**config.mk**
```make
export PLATFORM = sky130hd
export DESIGN_NAME = sync_down_counter
export DESIGN_NICKNAME = d
export VERILOG_FILES = /design/src/rtl/sync_down_counter.sv
export SDC_FILE = /design/constraint.sdc
export NUM_CORES = 1
export LEC_CHECK = 0
export ABC_AREA = 1
export ABC_CLOCK_PERIOD_IN_PS = 4350
export CORE_AREA = 5 5 42 44
export CTS_BUF_LIST = sky130_fd_sc_hd__clkbuf_8
export DETAILED_ROUTE_END_ITERATION = 10
export DIE_AREA = 0 0 47 49
export PLACE_DENSITY = 0.71
export SETUP_SLACK_MARGIN = 0.02
export SYNTH_ARGS = -nofsm -noshare
export SYNTH_HDL_FRONTEND = slang
export SYNTH_SLANG_ARGS = --single-unit
```
**constraint.sdc**
```tcl
create_clock -name clk -period 4.35 [get_ports clk]
set_clock_uncertainty 0.15 [all_clocks]
set_input_delay 0.6525 -clock clk [delete_from_list [all_inputs] [get_ports clk]]
set_output_delay 0.6525 -clock clk [all_outputs]
set_load 0.05 [all_outputs]
```
**src/rtl/sync_down_counter.sv**
```systemverilog
// sync_down_counter: loadable down-counter / countdown timer with pause, one-cycle tc pulse and sticky done.
// Optional AUTORELOAD_DOWNCNT_EN: RUN reloads from the last loaded value instead of stopping at zero.
module sync_down_counter #(
  parameter int WIDTH = 4
) (
  input  logic             clk,
  input  logic             rst,
  input  logic             load,
  input  logic [WIDTH-1:0] load_val,
  input  logic             start,
  input  logic             pause,
  output logic [WIDTH-1:0] q,
  output logic             busy,
  output logic             tc,
  output logic             done
);

  typedef enum logic [1:0] {IDLE, RUN, HOLD, DONE} state_e;

  localparam logic [WIDTH-1:0] ONE = WIDTH'(1);

  state_e           state_q, state_d;
  logic [WIDTH-1:0] count_q, count_d;
  logic             tc_q, tc_d;
`ifdef AUTORELOAD_DOWNCNT_EN
  logic [WIDTH-1:0] reload_q, reload_d;
`endif

  always_ff @(posedge clk) begin
    if (rst) begin
      state_q  <= IDLE;
      count_q  <= '1;
      tc_q     <= 1'b0;
`ifdef AUTORELOAD_DOWNCNT_EN
      reload_q <= '0;
`endif
    end else begin
      state_q  <= state_d;
      count_q  <= count_d;
      tc_q     <= tc_d;
`ifdef AUTORELOAD_DOWNCNT_EN
      reload_q <= reload_d;
`endif
    end
  end

  always_comb begin
    state_d  = state_q;
    count_d  = count_q;
    tc_d     = 1'b0;
`ifdef AUTORELOAD_DOWNCNT_EN
    reload_d = reload_q;
`endif
    if (load) begin
      // A load always aborts whatever is in progress, without a tc.
      count_d = load_val;
      state_d = IDLE;
`ifdef AUTORELOAD_DOWNCNT_EN
      reload_d = load_val;
`endif
    end else begin
      unique case (state_q)
        IDLE, DONE: begin
          if (start) begin
            if (count_q != '0) begin
              state_d = RUN;
            end else begin
              state_d = DONE;
              tc_d    = 1'b1;
            end
          end
        end
        RUN: begin
          if (pause) begin
            state_d = HOLD;
          end else if (count_q == ONE) begin
            count_d = '0;
            tc_d    = 1'b1;
`ifdef AUTORELOAD_DOWNCNT_EN
            state_d = RUN;
`else
            state_d = DONE;
`endif
          end else if (count_q == '0) begin
`ifdef AUTORELOAD_DOWNCNT_EN
            // Zero reload keeps q pinned at 0 and pulses tc every unpaused cycle.
            count_d = reload_q;
            tc_d    = (reload_q == '0);
`else
            state_d = DONE;
`endif
          end else begin
            count_d = count_q - ONE;
          end
        end
        HOLD: begin
          if (!pause) begin
            state_d = RUN;
          end
        end
        default: state_d = IDLE;
      endcase
    end
  end

  always_comb begin
    q    = count_q;
    tc   = tc_q;
    busy = (state_q == RUN) || (state_q == HOLD);
    done = (state_q == DONE);
  end

endmodule
```
==> out/metrics.cfg <==
[floorplanning]
core_area_um2=1400
num_rows=14
start_util_pct=36.4
die_w_um=47
die_h_um=49
die_area_um2=2300
io_pins=16

[place]
placed_cells=105
portBuffers=15
place.gp.congestion=0.817
dp_hpwl_um=896

[timing]
fin_crit_ns=2.66
hold_viol=0
max-slew-margin-rel_pct=66.2
rsz0062_at_grt=false
tns_ns=0
setup_viol=0
fmaxAchievable_mhz=375
finalMaxSlewViolations=0
finalCritPeriodShare_pct=61.3
tightest_slew_ns=0.506

[setup_path]
crit_path_start_kind=flip-flop
reg2reg_setup_slack_ns=2.82
r2r_cells=8
required_ns=3.55
critPathCapture=busy
path_max_fanout=5
worstPathArrival_ns=1.86
worstSetupPathType=reg -> out
r2r_end=state_q[1]$_SDFFE_PP0P_
startpoint=state_q[0]$_SDFFE_PP0P_
cp-end-kind=primary output
regToRegStartpoint=state_q[0]$_SDFFE_PP0P_

[clock_tree]
clkSlewWorstSetupHoldPaths_ns=0.04
cts-buffers-inserted=3
clk_latency_ns=0.22
cts_tree=done
root_buffer=clkbuf_8
holdBufCountCts=0
cts_setup_buffers=0
htreeDepth=1
cts_resized=0
cts_buffer_depth=2
cts_sinks=7

[detailed_routing]
drt_wl_total_mm=1.11
first_pass_iters=2
routed_via_density=4.59
drt_iter0_markers=7
route.antenna.remaining_nets=0
wl_per_cell_um=10.2
drc=0
vias=500

[final_layout]
num_antenna_cells=0
final_cells=109
area_growth_pct=41.2
layout-drive-gt1-share_pct=19.4
nNetsFinal=108

[global_routing]
grt_pass1_vias=497
grt_pass1_wl_mm=1.84
overflow=0
grt_antenna_before_repair=0
grt_use_total_pct=11.2
grt_max_degree=9

[flow_run]
drv_cap=0

[power]
p_leak_nw=0.348
vdd_ir_drop_max_mv=0.254
p_per_area_nw_per_um2=313

[outcome]
outcome=finished, final reports clean

[synthesis]
seq_area_frac_synth_pct=27.5
syn_area_um2=510
syn_nets=89
synth_cell_types=18
ys_seq_elements=7
ys_warn_count=0
synthesis.instances=75
syn_avg_cell_area_um2=6.81

[min_path]
hold_class=reg -> reg

[critical path: stages (launching register included)]
cell	delay, ns
dfxtp_1	0.35
inv_1	0.07
ha_1	0.32
inv_2	0.10
clkdlybuf4s50_1	0.80
[synth_stat cells]
cell type | n | area share (%)
buf_2 | 1 | 0.98
inv_2 | 5 | 3.7
nor2_2 | 2 | 2.5
nand3_1 | 7 | 6.9
nor2_4 | 1 | 2.2
nand3_2 | 1 | 2.0
nor2_1 | 5 | 3.7
nand2_2 | 5 | 6.1
o21ai_2 | 1 | 1.7
o21ai_0 | 2 | 2.0
o31ai_1 | 1 | 1.5
nand2_1 | 15 | 11
a21oi_1 | 6 | 5.9
dfxtp_1 | 7 | 27
inv_1 | 8 | 5.9
ha_1 | 5 | 12
xor2_1 | 2 | 3.4
nor3_1 | 1 | 0.98
[metrics by stage]
step	util, %	cell area, um2	hold slack, ns	setup slack (ns)	total power, mW
after floorplan	-	510	0.324	2.63	0.118
after global placement	48.2	676	0.335	1.95	0.140
after detailed placement	48.2	676	0.346	1.90	0.141
after CTS	51.4	721	0.354	1.66	0.230
after global routing	51.4	721	0.386	1.61	0.240
final	51.4	721	0.349	1.69	0.226
[metal layers]
metal  track usage [%]  vias to the layer above  wire [um]
li1                  -                      272          -
met1              11.4                      211        478
met2              18.3                       15        529
met3              6.27                        2         92
met4              4.15                        0         10
met5                 0                        -          0
[sequential cells by signal (all words and copies together), names as in the netlist]
signal   count
tc           1
state_q      2
q            4
[worst min-delay path by stage]
stage | startpoint | cells past startpoint | slack, ns | endpoint
6_report | q[1]$_SDFFE_PP1P_ | 2 | 0.35 | q[1]$_SDFFE_PP1P_
4_1_cts | q[1]$_SDFFE_PP1P_ | 2 | 0.35 | q[1]$_SDFFE_PP1P_
3_5_place_dp | q[1]$_SDFFE_PP1P_ | 2 | 0.35 | q[1]$_SDFFE_PP1P_
5_1_grt | q[1]$_SDFFE_PP1P_ | 2 | 0.39 | q[1]$_SDFFE_PP1P_
3_3_place_gp | state_q[0]$_SDFFE_PP0P_ | 2 | 0.34 | state_q[0]$_SDFFE_PP0P_
2_1_floorplan | state_q[0]$_SDFFE_PP0P_ | 2 | 0.32 | state_q[0]$_SDFFE_PP0P_
[cell type report]
cell class / count / area [um2]
Fill cell: 166 / 681
Multi-Input combinational cell: 54 / 317
Timing Repair Buffer: 15 / 150
Sequential cell: 7 / 140
Inverter: 13 / 48.8
Clock buffer: 3 / 41.3
Tap cell: 16 / 20.0
Clock inverter: 1 / 3.75
[layout by cell type, fill, tap and decap left out, drive strengths merged]
cell type | netlist | final
xor2 | 2 | 2
inv | 13 | 14
nand2 | 20 | 20
nand3 | 8 | 8
ha | 5 | 5
a21oi | 6 | 6
dfxtp | 7 | 7
o21ai | 3 | 3
o31ai | 1 | 1
nor2 | 8 | 8
clkbuf | 0 | 3
clkdlybuf4s50 | 0 | 15
nor3 | 1 | 1
[power breakdown]
| part | total [mW] | switching [mW] | internal [mW] |
|---|---|---|---|
| clock network | 0.0856 | 0.0249 | 0.0607 |
| registers | 0.0745 | 0.00543 | 0.0691 |
| logic | 0.0654 | 0.0400 | 0.0254 |
| total | 0.226 | 0.0703 | 0.155 |
[cells by family after synthesis]
| family | count (synthesis) | share of synthesized area (%) |
|---|---|---|
| AND/OR/NAND/NOR | 37 | 35.3 |
| buffers and inverters | 14 | 10.5 |
| AO/OA/AOI/OAI | 10 | 11.0 |
| flip-flops | 7 | 27.5 |
| adder cells (fa/ha/maj) | 5 | 12.3 |
| XOR/XNOR | 2 | 3.43 |
Note: power is estimated with default switching activity, not from simulation.
